$ cat src/rtl/mini_src_pkg.sv
// Shared definitions for the Mini-SRC control path: opcodes, control-word field
// indices, FSM state/step encodings and MDR input-select codes.
// Latency: n/a (definitions only). Backpressure: n/a.
//
// Control word layout (bit index -> datapath strobe); MDRsel occupies 3 bits.
package mini_src_pkg;

   // ---------------- control word ----------------
   localparam int CW_W         = 30;

   localparam int CW_PCOUT     = 0;
   localparam int CW_MARIN     = 1;
   localparam int CW_INCPC     = 2;
   localparam int CW_ZIN       = 3;
   localparam int CW_ZLOWOUT   = 4;
   localparam int CW_PCIN      = 5;
   localparam int CW_MDRIN     = 6;
   localparam int CW_MDRSEL_LO = 7;
   localparam int CW_MDRSEL_HI = 9;
   localparam int CW_MDROUT    = 10;
   localparam int CW_IRIN      = 11;
   localparam int CW_GRA       = 12;
   localparam int CW_GRB       = 13;
   localparam int CW_GRC       = 14;
   localparam int CW_ROUT      = 15;
   localparam int CW_RIN       = 16;
   localparam int CW_YIN       = 17;
   localparam int CW_COUT      = 18;
   localparam int CW_BAOUT     = 19;
   localparam int CW_LOIN      = 20;
   localparam int CW_HIIN      = 21;
   localparam int CW_ZHIGHOUT  = 22;
   localparam int CW_CONIN     = 23;
   localparam int CW_R15IN     = 24;
   localparam int CW_INPORTOUT = 25;
   localparam int CW_OUTPORTIN = 26;
   localparam int CW_HIOUT     = 27;
   localparam int CW_LOOUT     = 28;
   localparam int CW_RAM_WRITE = 29;

   // ---------------- MDR input select ----------------
   localparam logic [2:0] MDR_IDLE    = 3'b000;
   localparam logic [2:0] MDR_BUS     = 3'b001;
   localparam logic [2:0] MDR_RAM     = 3'b010;
   localparam logic [2:0] MDR_MDATAIN = 3'b100;

   // ---------------- opcodes (IR[31:27]) ----------------
   localparam logic [4:0] OP_LD   = 5'b00000;
   localparam logic [4:0] OP_LDI  = 5'b00001;
   localparam logic [4:0] OP_ST   = 5'b00010;
   localparam logic [4:0] OP_ADD  = 5'b00011;
   localparam logic [4:0] OP_SUB  = 5'b00100;
   localparam logic [4:0] OP_SHR  = 5'b00101;
   localparam logic [4:0] OP_SHL  = 5'b00110;
   localparam logic [4:0] OP_ROR  = 5'b00111;
   localparam logic [4:0] OP_ROL  = 5'b01000;
   localparam logic [4:0] OP_AND  = 5'b01001;
   localparam logic [4:0] OP_OR   = 5'b01010;
   localparam logic [4:0] OP_ADDI = 5'b01011;
   localparam logic [4:0] OP_ANDI = 5'b01100;
   localparam logic [4:0] OP_ORI  = 5'b01101;
   localparam logic [4:0] OP_MUL  = 5'b01110;
   localparam logic [4:0] OP_DIV  = 5'b01111;
   localparam logic [4:0] OP_NEG  = 5'b10000;
   localparam logic [4:0] OP_NOT  = 5'b10001;
   localparam logic [4:0] OP_BR   = 5'b10010;
   localparam logic [4:0] OP_JR   = 5'b10011;
   localparam logic [4:0] OP_JAL  = 5'b10100;
   localparam logic [4:0] OP_IN   = 5'b10101;
   localparam logic [4:0] OP_OUT  = 5'b10110;
   localparam logic [4:0] OP_MFHI = 5'b10111;
   localparam logic [4:0] OP_MFLO = 5'b11000;
   localparam logic [4:0] OP_NOP  = 5'b11001;
   localparam logic [4:0] OP_HALT = 5'b11010;

   // ---------------- FSM encodings ----------------
   localparam int T_MAX = 7;

   localparam logic [2:0] T0 = 3'd0;
   localparam logic [2:0] T1 = 3'd1;
   localparam logic [2:0] T2 = 3'd2;
   localparam logic [2:0] T3 = 3'd3;
   localparam logic [2:0] T4 = 3'd4;
   localparam logic [2:0] T5 = 3'd5;
   localparam logic [2:0] T6 = 3'd6;
   localparam logic [2:0] T7 = 3'd7;

   typedef enum logic [1:0] {
      S_IDLE = 2'd0,
      S_EXEC = 2'd1,
      S_HALT = 2'd2
   } state_t;

   // Immediate-form ALU ops take the second operand from C instead of Rc.
   function automatic logic op_is_imm(input logic [4:0] op);
      return (op == OP_ADDI) || (op == OP_ANDI) || (op == OP_ORI);
   endfunction

endpackage

$ cat src/rtl/control_step_decoder.sv
// Purpose: combinational decode of {step, opcode, con_ff} into the control word.
// Latency: 0 cycles (pure combinational). Backpressure: none.
// Ports:
//   i_step      in   3     current T-step
//   i_opcode    in   5     IR opcode (ignored during T0-T2)
//   i_con_ff    in   1     branch condition, used only at br T6
//   o_ctrl      out  CW_W  control word for this step
//   o_last_step out  1     this step is the last of the instruction -> T0 next
//   o_go_halt   out  1     halt instruction decoded -> HALT next
//   o_illegal   out  1     unknown opcode decoded (treated as nop)
module control_step_decoder
   import mini_src_pkg::*;
(
   input  logic [2:0]      i_step,
   input  logic [4:0]      i_opcode,
   input  logic            i_con_ff,
   output logic [CW_W-1:0] o_ctrl,
   output logic            o_last_step,
   output logic            o_go_halt,
   output logic            o_illegal
);

   logic w_imm;

   assign w_imm = op_is_imm(i_opcode);

   always_comb begin
      o_ctrl      = '0;
      o_last_step = 1'b0;
      o_go_halt   = 1'b0;
      o_illegal   = 1'b0;

      // Fetch is common to every instruction; the opcode is not yet loaded.
      if (i_step == T0) begin
         o_ctrl[CW_PCOUT] = 1'b1; o_ctrl[CW_MARIN] = 1'b1;
         o_ctrl[CW_INCPC] = 1'b1; o_ctrl[CW_ZIN]   = 1'b1;
      end else if (i_step == T1) begin
         o_ctrl[CW_ZLOWOUT] = 1'b1; o_ctrl[CW_PCIN] = 1'b1;
         o_ctrl[CW_MDRSEL_HI:CW_MDRSEL_LO] = MDR_RAM;
         o_ctrl[CW_MDRIN] = 1'b1;
      end else if (i_step == T2) begin
         o_ctrl[CW_MDROUT] = 1'b1; o_ctrl[CW_IRIN] = 1'b1;
      end else begin
         // Any step an instruction never reaches falls into a default arm that
         // asserts last_step, so the counter can never run past T7.
         case (i_opcode)
            OP_ADD, OP_SUB, OP_SHR, OP_SHL, OP_ROR, OP_ROL, OP_AND, OP_OR,
            OP_ADDI, OP_ANDI, OP_ORI: begin
               case (i_step)
                  T3: begin
                     o_ctrl[CW_GRB] = 1'b1; o_ctrl[CW_ROUT] = 1'b1; o_ctrl[CW_YIN] = 1'b1;
                  end
                  T4: begin
                     if (w_imm) begin
                        o_ctrl[CW_COUT] = 1'b1;
                     end else begin
                        o_ctrl[CW_GRC] = 1'b1; o_ctrl[CW_ROUT] = 1'b1;
                     end
                     o_ctrl[CW_ZIN] = 1'b1;
                  end
                  T5: begin
                     o_ctrl[CW_ZLOWOUT] = 1'b1; o_ctrl[CW_GRA] = 1'b1; o_ctrl[CW_RIN] = 1'b1;
                     o_last_step = 1'b1;
                  end
                  default: o_last_step = 1'b1;
               endcase
            end

            OP_MUL, OP_DIV: begin
               case (i_step)
                  T3: begin
                     o_ctrl[CW_GRA] = 1'b1; o_ctrl[CW_ROUT] = 1'b1; o_ctrl[CW_YIN] = 1'b1;
                  end
                  T4: begin
                     o_ctrl[CW_GRB] = 1'b1; o_ctrl[CW_ROUT] = 1'b1; o_ctrl[CW_ZIN] = 1'b1;
                  end
                  T5: begin
                     o_ctrl[CW_ZLOWOUT] = 1'b1; o_ctrl[CW_LOIN] = 1'b1;
                  end
                  T6: begin
                     o_ctrl[CW_ZHIGHOUT] = 1'b1; o_ctrl[CW_HIIN] = 1'b1;
                     o_last_step = 1'b1;
                  end
                  default: o_last_step = 1'b1;
               endcase
            end

            OP_NEG, OP_NOT: begin
               case (i_step)
                  T3: begin
                     o_ctrl[CW_GRB] = 1'b1; o_ctrl[CW_ROUT] = 1'b1; o_ctrl[CW_ZIN] = 1'b1;
                  end
                  T4: begin
                     o_ctrl[CW_ZLOWOUT] = 1'b1; o_ctrl[CW_GRA] = 1'b1; o_ctrl[CW_RIN] = 1'b1;
                     o_last_step = 1'b1;
                  end
                  default: o_last_step = 1'b1;
               endcase
            end

            // Effective address = (Rb or 0 when Rb=R0) + C, via BAout.
            OP_LD, OP_LDI, OP_ST: begin
               case (i_step)
                  T3: begin
                     o_ctrl[CW_GRB] = 1'b1; o_ctrl[CW_BAOUT] = 1'b1;
                     o_ctrl[CW_ROUT] = 1'b1; o_ctrl[CW_YIN] = 1'b1;
                  end
                  T4: begin
                     o_ctrl[CW_COUT] = 1'b1; o_ctrl[CW_ZIN] = 1'b1;
                  end
                  T5: begin
                     o_ctrl[CW_ZLOWOUT] = 1'b1;
                     if (i_opcode == OP_LDI) begin
                        o_ctrl[CW_GRA] = 1'b1; o_ctrl[CW_RIN] = 1'b1;
                        o_last_step = 1'b1;
                     end else begin
                        o_ctrl[CW_MARIN] = 1'b1;
                     end
                  end
                  T6: begin
                     if (i_opcode == OP_LD) begin
                        o_ctrl[CW_MDRSEL_HI:CW_MDRSEL_LO] = MDR_RAM;
                        o_ctrl[CW_MDRIN] = 1'b1;
                     end else if (i_opcode == OP_ST) begin
                        o_ctrl[CW_GRA] = 1'b1; o_ctrl[CW_ROUT] = 1'b1;
                        o_ctrl[CW_MDRSEL_HI:CW_MDRSEL_LO] = MDR_BUS;
                        o_ctrl[CW_MDRIN] = 1'b1;
                     end else begin
                        o_last_step = 1'b1;
                     end
                  end
                  T7: begin
                     if (i_opcode == OP_LD) begin
                        o_ctrl[CW_MDROUT] = 1'b1; o_ctrl[CW_GRA] = 1'b1; o_ctrl[CW_RIN] = 1'b1;
                     end else if (i_opcode == OP_ST) begin
                        o_ctrl[CW_RAM_WRITE] = 1'b1;
                     end
                     o_last_step = 1'b1;
                  end
                  default: o_last_step = 1'b1;
               endcase
            end

            OP_BR: begin
               case (i_step)
                  T3: begin
                     o_ctrl[CW_GRA] = 1'b1; o_ctrl[CW_ROUT] = 1'b1; o_ctrl[CW_CONIN] = 1'b1;
                  end
                  T4: begin
                     o_ctrl[CW_PCOUT] = 1'b1; o_ctrl[CW_YIN] = 1'b1;
                  end
                  T5: begin
                     o_ctrl[CW_COUT] = 1'b1; o_ctrl[CW_ZIN] = 1'b1;
                  end
                  T6: begin
                     // Not-taken branch still spends T6, with an idle word.
                     if (i_con_ff) begin
                        o_ctrl[CW_ZLOWOUT] = 1'b1; o_ctrl[CW_PCIN] = 1'b1;
                     end
                     o_last_step = 1'b1;
                  end
                  default: o_last_step = 1'b1;
               endcase
            end

            OP_JR: begin
               if (i_step == T3) begin
                  o_ctrl[CW_GRA] = 1'b1; o_ctrl[CW_ROUT] = 1'b1; o_ctrl[CW_PCIN] = 1'b1;
               end
               o_last_step = 1'b1;
            end

            OP_JAL: begin
               if (i_step == T3) begin
                  o_ctrl[CW_PCOUT] = 1'b1; o_ctrl[CW_R15IN] = 1'b1;
               end else begin
                  o_ctrl[CW_GRA] = 1'b1; o_ctrl[CW_ROUT] = 1'b1; o_ctrl[CW_PCIN] = 1'b1;
                  o_last_step = 1'b1;
               end
            end

            OP_IN: begin
               if (i_step == T3) begin
                  o_ctrl[CW_INPORTOUT] = 1'b1; o_ctrl[CW_GRA] = 1'b1; o_ctrl[CW_RIN] = 1'b1;
               end
               o_last_step = 1'b1;
            end

            OP_OUT: begin
               if (i_step == T3) begin
                  o_ctrl[CW_GRA] = 1'b1; o_ctrl[CW_ROUT] = 1'b1; o_ctrl[CW_OUTPORTIN] = 1'b1;
               end
               o_last_step = 1'b1;
            end

            OP_MFHI, OP_MFLO: begin
               if (i_step == T3) begin
                  o_ctrl[CW_HIOUT] = (i_opcode == OP_MFHI);
                  o_ctrl[CW_LOOUT] = (i_opcode == OP_MFLO);
                  o_ctrl[CW_GRA]   = 1'b1; o_ctrl[CW_RIN] = 1'b1;
               end
               o_last_step = 1'b1;
            end

            OP_NOP: o_last_step = 1'b1;

            OP_HALT: o_go_halt = 1'b1;

            // Unknown opcode: nop timing, flagged to the sticky bad_op.
            default: begin
               o_illegal   = 1'b1;
               o_last_step = 1'b1;
            end
         endcase
      end
   end

endmodule

$ cat src/rtl/control_unit.sv
// Purpose: Mini-SRC multi-cycle control FSM (IDLE / EXEC T0..T7 / HALT).
// Latency: ctrl is a Moore decode of the registered state, valid the cycle the step is entered.
// Backpressure: none; the datapath must accept one control word per cycle.
// Ports:
//   clk     in   1     clock
//   clr     in   1     synchronous active-high reset -> IDLE, T0, bad_op cleared
//   start   in   1     level; leaves IDLE when sampled high
//   opcode  in   5     IR[31:27], only meaningful from T3
//   con_ff  in   1     CON flip-flop (branch condition)
//   ctrl    out  CW_W  control word, zero outside EXEC
//   run     out  1     in EXEC
//   halted  out  1     in HALT
//   bad_op  out  1     sticky unknown-opcode flag
module control_unit
   import mini_src_pkg::*;
(
   input  logic            clk,
   input  logic            clr,
   input  logic            start,
   input  logic [4:0]      opcode,
   input  logic            con_ff,
   output logic [CW_W-1:0] ctrl,
   output logic            run,
   output logic            halted,
   output logic            bad_op
);

   state_t     r_state;
   logic [2:0] r_step;
   logic       r_bad_op;
   logic       r_run;
   logic       r_halted;

   logic [CW_W-1:0] w_ctrl;
   logic            w_last_step;
   logic            w_go_halt;
   logic            w_illegal;

   control_step_decoder u_dec (
      .i_step      (r_step),
      .i_opcode    (opcode),
      .i_con_ff    (con_ff),
      .o_ctrl      (w_ctrl),
      .o_last_step (w_last_step),
      .o_go_halt   (w_go_halt),
      .o_illegal   (w_illegal)
   );

   // In IDLE the step sits at T0, which would decode to the fetch word; gate it.
   assign ctrl   = (r_state == S_EXEC) ? w_ctrl : '0;
   assign run    = r_run;
   assign halted = r_halted;
   assign bad_op = r_bad_op;

   always_ff @(posedge clk) begin
      if (clr) begin
         r_state  <= S_IDLE;
         r_step   <= T0;
         r_bad_op <= 1'b0;
         r_run    <= 1'b0;
         r_halted <= 1'b0;
      end else begin
         case (r_state)
            S_IDLE: begin
               if (start) begin
                  r_state <= S_EXEC;
                  r_step  <= T0;
                  r_run   <= 1'b1;
               end
            end

            S_EXEC: begin
               if (w_illegal) begin
                  r_bad_op <= 1'b1;
               end
               if (w_go_halt) begin
                  r_state  <= S_HALT;
                  r_step   <= T0;
                  r_run    <= 1'b0;
                  r_halted <= 1'b1;
               end else if (w_last_step) begin
                  r_step <= T0;
               end else begin
                  r_step <= r_step + 3'd1;
               end
            end

            // Only clr leaves HALT.
            S_HALT: r_state <= S_HALT;

            default: begin
               r_state  <= S_IDLE;
               r_step   <= T0;
               r_run    <= 1'b0;
               r_halted <= 1'b0;
            end
         endcase
      end
   end

endmodule

$ cat config.mk
export PLATFORM = sky130hd
export DESIGN_NAME = control_unit
export DESIGN_NICKNAME = d
export VERILOG_FILES = /design/src/rtl/mini_src_pkg.sv /design/src/rtl/control_step_decoder.sv /design/src/rtl/control_unit.sv
export SDC_FILE = /design/constraint.sdc
export NUM_CORES = 1
export LEC_CHECK = 0
export CAP_MARGIN = 20
export CELL_PAD_IN_SITES_DETAIL_PLACEMENT = 1
export CELL_PAD_IN_SITES_GLOBAL_PLACEMENT = 1
export CORE_MARGIN = 4
export CORE_UTILIZATION = 33
export CTS_CLUSTER_DIAMETER = 100
export DETAILED_ROUTE_END_ITERATION = 8
export GPL_TIMING_DRIVEN = 0
export HOLD_SLACK_MARGIN = 0.1
export PLACE_DENSITY = 0.9
export SYNTH_ARGS = -nofsm -noshare
export SYNTH_HDL_FRONTEND = slang
export SYNTH_HIERARCHICAL = 1
export SYNTH_SLANG_ARGS = --single-unit
$ cat constraint.sdc
create_clock -name clk -period 2.5 [get_ports clk]
set_input_delay 0.25 -clock clk [delete_from_list [all_inputs] [get_ports clk]]
set_output_delay 0.25 -clock clk [all_outputs]
set_load 0.1 [all_outputs]
== Word-level counts from Yosys, hierarchy flattened ==
Index checks and enable logic that the tools add are counted.
Widths: inputs -> output; s select.

* Flip-flop bits (word level): 8
* Bits of input ports: 9
* Output and inout port bits: 33
* Word-level logic and storage cells: 162

* Add/subtract/negate cells: 1
* Equality and inequality tests: 37
* Multiplexer cells: 91
* Bitwise logic cells: 2
* Reduce and logical (&&, ||, !) cells: 26

{| class="wikitable"
|+ Operators with widths
! cell !! count
|-
| $eq 5x5->1 const B || 11
|-
| $mux 1 || 47
|-
| $eq 5x4->1 const B || 8
|-
| $reduce_or 16->1 || 2
|-
| $mux 30 || 1
|-
| $reduce_or 27->1 || 1
|-
| $mux 26 || 1
|-
| $mux 2 || 12
|-
| $eq 5x3->1 const B || 4
|-
| $mux 20 || 1
|-
| $mux 18 || 1
|-
| $pmux 1 s3 || 5
|-
| $pmux 1 s5 || 3
|-
| $reduce_or 3->1 || 5
|-
| $pmux 1 s2 || 7
|-
| $eq 3x3->1 const B || 4
|-
| $mux 3 || 4
|-
| $pmux 2 s3 || 2
|-
| $reduce_or 11->1 || 1
|-
| $eq 5x2->1 const B || 2
|-
| $reduce_or 2->1 || 5
|-
| $pmux 3 s3 || 1
|-
| $mux 4 || 2
|-
| $reduce_and 2->1 || 4
|-
| other kinds (20) || 23
|}

== Longest topological paths before layout ==
Gate-level depths: netlist (run 1).

* Word-level depth: 11
* Mapped depth: 9
* Mapped depth without buffers: 7

== Cells and area by module ==
The synthesis (run 1) kept the hierarchy.

{| class="wikitable"
|+ By module, submodules not included
! module !! instances !! cells each !! area each (um2) !! sequential area each (um2)
|-
| control_step_decoder || 1 || 143 || 835.8 || 0.0
|-
| control_unit || 1 || 79 || 604.3 || 160.2
|}

== Least setup slack after synthesis (run 1) ==
No wires, ideal clock.

* Kind: reg-to-output
* Start point: register r_step[2]
* End point: output port ctrl[12]
* Data arrival time: 2.284 ns
* Data required time: 2.250 ns
* Path slack: -0.034 ns
* Cell stages (with the launch flop): 6
* Buffers on the path: 0
* Cells stage by stage: dfxtp_1 > or4b_1 > a2111oi_0 > a311oi_1 > a41oi_1 > and2_1

* Longest elaborated chain between the ends: 7
* Elaborated cells between the ends (all ways): 18
* Classes of those cells: eq/ne: 7; mux: 10; reduce/logical: 1

{| class="wikitable"
|+ RTL lines
! element !! RTL line !! RTL
|-
| start: declaration || control_unit.sv:29 || <nowiki>logic [2:0] r_step;</nowiki>
|-
| start signal: assignment || control_unit.sv:84 || <nowiki>r_step <= r_step + 3'd1;</nowiki>
|-
| $eq 3x3->1, or another cell as far along || control_step_decoder.sv:103 || <nowiki>case (i_step)</nowiki>
|-
| $pmux 1 s3, or another cell as far along || control_step_decoder.sv:103 ||
|-
| $pmux 1 s5 || control_step_decoder.sv:46 || <nowiki>case (i_opcode)</nowiki>
|-
| $mux 18 || control_step_decoder.sv:41 || <nowiki>end else if (i_step == T2) begin</nowiki>
|-
| $mux 20 || control_step_decoder.sv:37 || <nowiki>end else if (i_step == T1) begin</nowiki>
|-
| $mux 26 * || control_step_decoder.sv:34 || <nowiki>if (i_step == T0) begin</nowiki>
|-
| net w_ctrl[12] || control_unit.sv:34 || <nowiki>logic [CW_W-1:0] w_ctrl;</nowiki>
|-
| $mux 30 * || control_unit.sv:50 || <nowiki>assign ctrl = (r_state == S_EXEC) ? w_ctrl : '0;</nowiki>
|-
| end: declaration || control_unit.sv:22 || <nowiki>output logic [CW_W-1:0] ctrl,</nowiki>
|}

The timed path passes the listed nets; every way through them passes the cells marked *.

== Worst setup path in the final report (run 1) ==
* Start point: register r_step[0]
* End point: output port ctrl[12]

Same word-level chain as after synthesis.

==> results of run 1 <==
[timing repair]
action / 4_1_cts / 5_1_grt
gates resized for setup: 170 / 12
endpoints found under the setup margin: 33 / 11
pin swaps: 1 / 0
hold endpoints to repair: 0 / 0
[final cells by class]
| type | count | share of cell area, % |
|---|---|---|
| plain buffers | 21 | 6.26 |
| clock buffers | 3 | 2.15 |
| inverters | 8 | 1.57 |
| multi-input cells | 185 | 62.6 |
| flip-flops and latches | 8 | 8.55 |
| well taps | 50 | 3.26 |
| repair buffers | 37 | 15.7 |
[registers in the layout, summed over array words and instances, names as in the netlist]
signal,count
bad_op,1
halted,1
r_state,2
r_step,3
run,1
[synth_stat cells (5+ instances only)]
| cell type | instances | area [um2] |
|---|---|---|
| nand4_1 | 5 | 31.3 |
| nand2b_1 | 9 | 56.3 |
| nor3_1 | 12 | 60.1 |
| a21oi_1 | 12 | 60.1 |
| inv_1 | 7 | 26.3 |
| and2_1 | 34 | 213 |
| clkbuf_1 | 12 | 45.0 |
| nor4_1 | 5 | 31.3 |
| buf_2 | 6 | 30.0 |
| o21ai_0 | 9 | 45.0 |
| nand2_1 | 10 | 37.5 |
| nor2_1 | 17 | 63.8 |
| dfxtp_1 | 8 | 160 |
| a31oi_1 | 6 | 37.5 |
[layer usage]
metal	vias to the layer above	wire length (um)	track usage, %
met4	0	123	9.46
met5	-	0	0
li1	881	-	-
met3	13	257	1.22
met2	60	2900	39.2
met1	904	2370	24.2
[where the power goes]
group / switching, mW / internal (mW)
clock network: 0.0551 / 0.105
logic: 0.373 / 0.131
registers: 0.0121 / 0.141
total: 0.441 / 0.377
[final timing paths]
kind / from / endpoint
worst min register to register: bad_op$_SDFFE_PP0P_ / bad_op$_SDFFE_PP0P_
worst max-delay path: r_step[0]$_SDFFE_PP0P_ / ctrl[12]
worst max register to register: r_step[0]$_SDFFE_PP0P_ / r_step[2]$_SDFFE_PP0P_
worst min-delay path: clr / bad_op$_SDFFE_PP0P_
[through the flow]
step	worst slack, ps	cell area [um2]	total power [mW]	instances
CTS	10.4	1900	0.825	312
finish	58.8	1920	0.817	312
global route	-22.3	1920	0.865	312
global placement	-1180	1870	0.652	309
floorplan	55.0	1440	0.537	222
detailed placement	-1190	1870	0.664	309
[layout by cell type, fill, tap and decap left out, types with 2 or more instances in the layout]
| cell | count |
|---|---|
| nor3_1 | 9 |
| nand3b_1 | 3 |
| and3_1 | 3 |
| buf_2 | 15 |
| nor4_2 | 2 |
| clkdlybuf4s50_1 | 5 |
| nand2b_1 | 9 |
| clkbuf_8 | 3 |
| clkdlybuf4s15_2 | 3 |
| nand2_1 | 10 |
| and2_1 | 33 |
| inv_1 | 7 |
| nand4_1 | 5 |
| o21ai_0 | 9 |
| dfxtp_1 | 7 |
| a31oi_1 | 6 |
| or2_1 | 3 |
| ha_1 | 4 |
| o211ai_1 | 3 |
| nor3_2 | 3 |
| nand4b_1 | 4 |
| buf_4 | 13 |
| clkbuf_4 | 4 |
| clkbuf_1 | 3 |
| nor4_1 | 4 |
| nor2b_1 | 4 |
| clkbuf_2 | 8 |
| or4_1 | 2 |
| nor2_1 | 17 |
| o22ai_1 | 4 |
| nand3_1 | 4 |
| o22a_1 | 4 |
| dlygate4sd2_1 | 3 |
| o21ai_1 | 4 |
| a21oi_1 | 12 |
[worst max-delay path: cells and delay by family, from the launching register on]
kind	cells	cell delay, ps
flops	1	370
compound gates	3	690
buf+inv	1	160
simple gates	2	730
[cell families after synthesis]
group,count (synthesis)
compound gates,53
xor+xnor,1
fa+ha+maj,4
buf+inv,29
flops,8
mux,1
other cells,1
simple gates,125
==> metrics.yaml, run 1 <==
status: "finished clean"
yosys.area_share.adder_pct: 3.48
dr.pass1.iters: 4
drt-initial-drc-count: 143
cts-root-buf: "clkbuf_8"
viasPerCell: 5.96
min_period_ps: 2440
synth_area_per_cell_um2: 6.49
multi_input_area_um2: 1200
worst_ir_drop_vdd_v: 0.000331
ios: 42
avgRoutedWirePerCell_um: 18.1
post-route-util_pct: 46.6
clock_sinks: 8
cts_hold_buf: 0
cp_cell_sequence: "or4b_4 -> a2111oi_4 -> a311oi_1 -> a41oi_1 -> and2_4 -> buf_12"
synthCells: 222
worst_pin_slew_ps: 967
setup_violations: 0
syn-cell-area_um2: 1440
clkLatencyLatePin_ps: 230
crit_fanout: 7
drive_gt1_share_pct: 24.0
synth_compound_area_share_pct: 23.4
h-tree-depth: 1
ys_ff_latch: 8
r2r_cells: 9
die_y_um: 74.1
drv_cap: 0
path_class: "flip-flop to output port"
drv_slew: 0
dp_hpwl_um: 4380
synth_xor_area_share_pct: 0.608
leakage_nw: 0.754
rrSetupSlack_ps: 350
start_util_pct: 35.0
cp-start-kind: "flip-flop"
drc: 0
grt_pass1_wl_um: 9110
required_ps: 2250
synth.distinct_cells: 51
cts_setup_buffers: 0
antenna_found_initial: 0
grt_max_degree: 12
clk_pin_slew_ps: 40
powerDensity_nw_per_um2: 426
cts_made_buffers: 3
nFillCells: 553
rsz0062_at_grt: "true"
max_stage_delay_ps: 550
setup_tns_ps: 0
wirelength_um: 5650
hold_ws_ps: 357
maxSlewHeadroom_pct: 35.3
syn_to_final_growth_pct: 33.2
grt_usage_pct: 21.0
max_freq_mhz: 410
cts_tree: "done"
synthSimpleGateAreaFrac_pct: 51.3
critPathCaptureType: "output port"
fin_crit_sh_pct: 97.6
postSynth.asyncResetShare_pct: 0
finalHoldViolCount: 0
yosysWarningCount: 6
rows: 23
grt_pass1_vias: 1887
syn-num-nets: 235
vias: 1858
synth_top_flop_cell: "dfxtp_1"
crit_slowest_cell: "or4b_4"
nNetsFinal: 277
overflow: 0
antenna-diode-count: 0
place_congestion: 0.973
hold_depth: 2
cp.arrival_ps: 2190
cts_buffer_depth: 2
die_x_um: 74.1
fp.coreArea_um2: 4120
die-area_um2: 5480
clock_skew_ps: 4.25
synth_top_family_by_area: "simple AND/OR/NAND/NOR gates"
seqCellArea_um2: 164
port_buffers: 37
synthMuxAreaShare_pct: 0.695
synth_seq_area_share_pct: 11.1
final_antenna_net_count: 0
hp-class: "input port to flip-flop"
synth_edf_count: 0
(Power assumes the default switching activity.)
==> inputs of run 2 (changes only) <==
CORE_UTILIZATION = 35   (was 33)
PLACE_DENSITY = 0.94   (was 0.9)
clock period = 2.86 ns   (was 2.5 ns; I/O delays follow)
==> run 2 against run 1 <==
Compared with the run above: die area down 5.1%; critical path depth grew 1; sequential share of layout area fell by 0.074 points; design area is 1.4% lower; sequential power fell by 11%; utilization is 0.65 points higher; highest routed layer unchanged.
==> metrics.yaml, run 2 (same netlist as run 1, synthesis figures left out) <==
rr_startpoint: "r_step[1]$_SDFFE_PP0P_"
die_x_um: 72.1  # -2.6%
avgRoutedWirePerCell_um: 16.9  # -6.9%
r2r_cells: 9  # unchanged
cp_cell_sequence: "clkdlybuf4s50_1 -> or4b_1 -> a2111oi_2 -> a311oi_1 -> a41oi_1 -> and2_1 -> buf_6"
nNetsFinal: 277  # unchanged
clk_pin_slew_ps: 40  # about the same
placed_area_um2: 1870  # about the same
grt_max_degree: 12  # unchanged
sequentialPowerShare_pct: 19.2  # +0.5 points
final_cell_area_um2: 1890  # -1.4%
crit_slowest_cell: "or4b_1"
die_y_um: 72.1  # -2.6%
max_stage_delay_ps: 560  # about the same
place_congestion: 0.972  # -0.11%
antenna_found_initial: 0  # unchanged
vias: 1811  # -2.5%
top_regs: "r_step: 3 flops, r_state: 2 flops"
ios: 42  # unchanged
largest_reg_flops: 3  # unchanged
placed_cells: 309  # unchanged
cts_buffer_depth: 2  # unchanged
hp-class: "input port to flip-flop"
combPwrFrac_pct: 61.0  # -0.7 points
clock_sinks: 8  # unchanged
clock_skew_ps: 6.05  # +1.80 ps
h-tree-depth: 1  # unchanged
fp.coreArea_um2: 4000  # -2.8%
switchingPower_mw: 0.380  # -14%
setup_tns_ps: 0  # unchanged
cp.arrival_ps: 2430  # +240 ps
layout_commonest_cell: "and2_1"
viasPerCell: 5.80  # -2.5%
required_ps: 2570  # +320 ps
drive_gt1_share_pct: 19.1  # -5.0 points
path_class: "input port to output port"
post-route-util_pct: 47.3  # +0.65 points
fin_crit_sh_pct: 94.9
syn_to_final_growth_pct: 31.3
status: "finished clean"
dp_hpwl_um: 4010  # -8.5%
sw_frac_of_total_pct: 53.8  # -0.14 points
use_met1_pct: 27.4  # +3.2 points
cts_made_buffers: 3  # unchanged
port_buffers: 37  # unchanged
cts_tree: "done"
worst_ir_drop_vdd_v: 0.000264  # -20%
max_freq_mhz: 368
final_cell_mix: "and2_1 (34), nor2_1 (17), buf_2 (15)"
grt_usage_pct: 21.1  # +0.15 points
clkLatencyLatePin_ps: 240  # about the same
rrSetupSlack_ps: 490  # +140 ps
endpoint: "ctrl[12]"
startpoint: "opcode[4]"
p_int_mw: 0.326  # -13%
timing.rr.end: "r_step[2]$_SDFFE_PP0P_"
powerDensity_nw_per_um2: 373  # -12%
critPathCaptureType: "output port"
cts_setup_buffers: 0  # unchanged
leakage_nw: 0.729  # -3.3%
die-area_um2: 5200  # -5.1%
top_usage_layer: "met2"
setup_violations: 0  # unchanged
grt_util_met3_pct: 1.25  # +0.030 points
cp-start-kind: "input port"
grt_use_met2_pct: 36.8  # -2.4 points
antenna-diode-count: 0  # unchanged
instances_no_fill: 312  # unchanged
start_util_pct: 36.0  # +1.0 points
rows: 23  # unchanged
min_period_ps: 2710
maxSlewHeadroom_pct: 35.3  # about the same
dr.pass1.iters: 4  # unchanged
final_antenna_net_count: 0  # unchanged
grt_pass1_wl_um: 8880  # -2.6%
worst_pin_slew_ps: 967  # -0.450 ps
finalHoldViolCount: 0  # unchanged
wirelength_um: 5260  # -6.9%
largest-register: "r_step"
drv_cap: 0  # unchanged
drc: 0  # unchanged
hold_ws_ps: 392  # +34.6 ps
drv_slew: 0  # unchanged
drt-initial-drc-count: 130  # -9.1%
crit_fanout: 5  # -2
cts-root-buf: "clkbuf_8"
power_frac_clock_pct: 19.8  # +0.3 points
grt_pass1_vias: 1812  # -4.0%
overflow: 0  # unchanged
## run 2: how the worst min path moves through the flow
stage | from | endpoint | slack (ps) | cells after the start
floorplan | r_state[1]$_SDFFE_PP0P_ | r_state[1]$_SDFFE_PP0P_ | 480 | 2
global placement | bad_op$_SDFFE_PP0P_ | bad_op$_SDFFE_PP0P_ | 460 | 2
detailed placement | bad_op$_SDFFE_PP0P_ | bad_op$_SDFFE_PP0P_ | 480 | 2
CTS | clr | bad_op$_SDFFE_PP0P_ | 400 | 2
global route | clr | bad_op$_SDFFE_PP0P_ | 430 | 2
finish | clr | bad_op$_SDFFE_PP0P_ | 390 | 2
## run 2: power by group through the flow
stage | clock network (mW) | registers [mW] | logic [mW]
after detailed placement | 0 | 0.137 | 0.437
after floorplan | 0 | 0.158 | 0.311
after global routing | 0.150 | 0.136 | 0.463
after CTS | 0.146 | 0.135 | 0.434
final | 0.140 | 0.136 | 0.431
after global placement | 0 | 0.136 | 0.429
## run 2: routing by layer
layer  share of wire, %  vias up
met5                  0        -
met4                1.7        0
met3                5.6       13
met2                 50       75
met1                 43      845
li1                   -      878
## run 2: final cells by class
cell class              count  area, um2
plain buffers              21        108
well taps                  50       62.6
fillers                   561       2110
multi-input cells         185       1160
flip-flops and latches      8        160
repair buffers             37        324
inverters                   8       30.0
clock buffers               3       41.3
## run 2: timing repair
| item | in CTS | in global routing |
|---|---|---|
| resized for setup | 103 | 25 |
| setup endpoints to repair | 29 | 21 |
| hold buffers | 0 | 0 |
## run 2: per-stage QoR
step	setup slack, ps	total power [mW]
after floorplan	290	0.469
after global placement	-886	0.565
after detailed placement	-868	0.574
after CTS	1.61	0.715
after global routing	-5.54	0.750
final	145	0.706
## run 2: critical path: cells and delay by family
kind / cells / cell delay (ps)
AOI/OAI and AO/OA: 3 / 730
buffers and inverters: 2 / 680
and+or+nand+nor: 2 / 730
==> inputs of run 3 (changes only) <==
TNS_END_PERCENT = 10   (was unset)
==> run 3 against run 2 <==
Compared with the run above: sequential power is essentially flat; fmax decreased by 1.6%; routed wire length is 0.17% higher; combinational power about the same; non-clock buffer count stayed put; first-iteration DRC count up 4.6%; clock power about the same; global-route usage unchanged; flip-flop and latch count unchanged.
==> metrics.yaml, run 3 (same netlist as run 1, synthesis figures left out) <==
status: "finished clean"
critPathCaptureType: "output port"
worst_pin_slew_ps: 967  # unchanged
cts-root-buf: "clkbuf_8"
fin_ws_ps: 101  # -43.8 ps
startpoint: "opcode[2]"
fp.coreArea_um2: 4000  # unchanged
vias: 1805  # -0.33%
place_congestion: 0.972  # unchanged
post-route-util_pct: 47.7  # +0.41 points
p_int_mw: 0.329  # +0.70%
path_class: "input port to output port"
combPwrFrac_pct: 61.1  # about the same
cp.arrival_ps: 2470  # +40 ps
cts_setup_buffers: 0  # unchanged
total_power_mw: 0.708  # +0.34%
endpoint: "ctrl[20]"
die_x_um: 72.1  # unchanged
sequentialPowerShare_pct: 19.2  # about the same
syn_to_final_growth_pct: 32.4
min_period_ps: 2760  # +43.8 ps
h-tree-depth: 1  # unchanged
drc: 0  # unchanged
final_antenna_net_count: 0  # unchanged
powerDensity_nw_per_um2: 371  # -0.52%
grt_max_degree: 12  # unchanged
layout_commonest_cell: "and2_1"
wirelength_um: 5270  # +0.17%
clkLatencyLatePin_ps: 240  # about the same
timing.rr.end: "r_step[2]$_SDFFE_PP0P_"
overflow: 0  # unchanged
placed_cells: 309  # unchanged
clk_pin_slew_ps: 40  # about the same
final_cell_mix: "and2_1 (34), nor2_1 (17), clkdlybuf4s15_2 (14)"
cts_tree: "done"
dp_hpwl_um: 4010  # unchanged
antenna_found_initial: 0  # unchanged
drv_slew: 0  # unchanged
sw_frac_of_total_pct: 53.6  # -0.17 points
placed_area_um2: 1870  # unchanged
grt_pass1_vias: 1812  # unchanged
fin_crit_sh_pct: 96.5  # +1.5 points
avgRoutedWirePerCell_um: 16.9  # +0.17%
grt_pass1_wl_um: 8880  # unchanged
crit_fanout: 10  # +5
r2r_cells: 9  # unchanged
cp-start-kind: "input port"
clock_sinks: 8  # unchanged
viasPerCell: 5.79  # -0.33%
max_freq_mhz: 363  # -1.6%
start_util_pct: 36.0  # unchanged
power_frac_clock_pct: 19.7  # about the same
die_y_um: 72.1  # unchanged
rrSetupSlack_ps: 490  # about the same
leakage_nw: 0.725  # -0.54%
ios: 42  # unchanged
port_buffers: 37  # unchanged
hp-class: "input port to flip-flop"
instances_no_fill: 312  # unchanged
post-place-ws_ps: -868  # unchanged
nNetsFinal: 277  # unchanged
cts_made_buffers: 3  # unchanged
die-area_um2: 5200  # unchanged
antenna-diode-count: 0  # unchanged
largest_reg_flops: 3  # unchanged
top_regs: "r_step: 3 flops, r_state: 2 flops"
grt_usage_pct: 21.1  # unchanged
setup_violations: 0  # unchanged
required_ps: 2570  # about the same
dr.pass1.iters: 4  # unchanged
largest-register: "r_step"
drt-initial-drc-count: 136  # +4.6%
final_cell_area_um2: 1910  # +0.86%
maxSlewHeadroom_pct: 35.3  # unchanged
cts_buffer_depth: 2  # unchanged
cts_hold_buf: 0  # unchanged
drive_gt1_share_pct: 19.1  # unchanged
clock_skew_ps: 6.05  # -0.0000200 ps
ctsResizeCount: 103  # unchanged
rows: 23  # unchanged
rr_startpoint: "r_step[1]$_SDFFE_PP0P_"
nFillCells: 557  # -0.71%
finalHoldViolCount: 0  # unchanged
worst_ir_drop_vdd_v: 0.000264  # about the same
switchingPower_mw: 0.380  # about the same
drv_cap: 0  # unchanged
run 3: cell types whose count changed in the layout (fill, tap and decap cells not counted):
cell,previous run,this run
clkbuf_4,2,1
buf_2,15,13
clkdlybuf4s15_2,11,14
run 3: routing by layer:
metal	vias up	routed length (um)	global-route usage (%)
met5	-	0	0
met4	0	87	7.31
met3	11	298	1.25
met2	75	2630	36.8
met1	841	2260	27.4
li1	878	-	-
run 3: final cells by class:
class	count	area (um2)	area share, %
multi-input cells	185	1160	61.1
well taps	50	62.6	3.28
plain buffers	21	108	5.64
clock buffers	3	41.3	2.17
flip-flops and latches	8	160	8.40
repair buffers	37	340	17.8
inverters	8	30.0	1.57
run 3: critical path, stage by stage:
cell,delay (ps)
clkdlybuf4s50_1,520
clkbuf_2,240
nand2_1,220
nor3_2,300
and3_1,220
and2_1,130
clkdlybuf4s15_2,550
run 3: power groups by stage:
| stage | combinational [mW] | sequential (mW) | clock [mW] |
|---|---|---|---|
| floorplan | 0.311 | 0.158 | 0 |
| global placement | 0.429 | 0.136 | 0 |
| detailed placement | 0.437 | 0.137 | 0 |
| CTS | 0.434 | 0.135 | 0.146 |
| global route | 0.466 | 0.136 | 0.150 |
| finish | 0.433 | 0.136 | 0.140 |
run 3: how the worst min path moves through the flow:
stage,slack (ps),to,start,cells past startpoint
detailed placement,480,bad_op$_SDFFE_PP0P_,bad_op$_SDFFE_PP0P_,2
CTS,400,bad_op$_SDFFE_PP0P_,clr,2
floorplan,480,r_state[1]$_SDFFE_PP0P_,r_state[1]$_SDFFE_PP0P_,2
global route,430,bad_op$_SDFFE_PP0P_,clr,2
global placement,460,bad_op$_SDFFE_PP0P_,bad_op$_SDFFE_PP0P_,2
finish,390,bad_op$_SDFFE_PP0P_,clr,2
run 3: metrics by stage:
step	setup TNS (ps)	hold slack (ps)
4_1_cts	0	400
6_report	0	392
5_1_grt	-5.54	433
3_5_place_dp	-14590	481
3_3_place_gp	-13930	456
2_1_floorplan	0	475
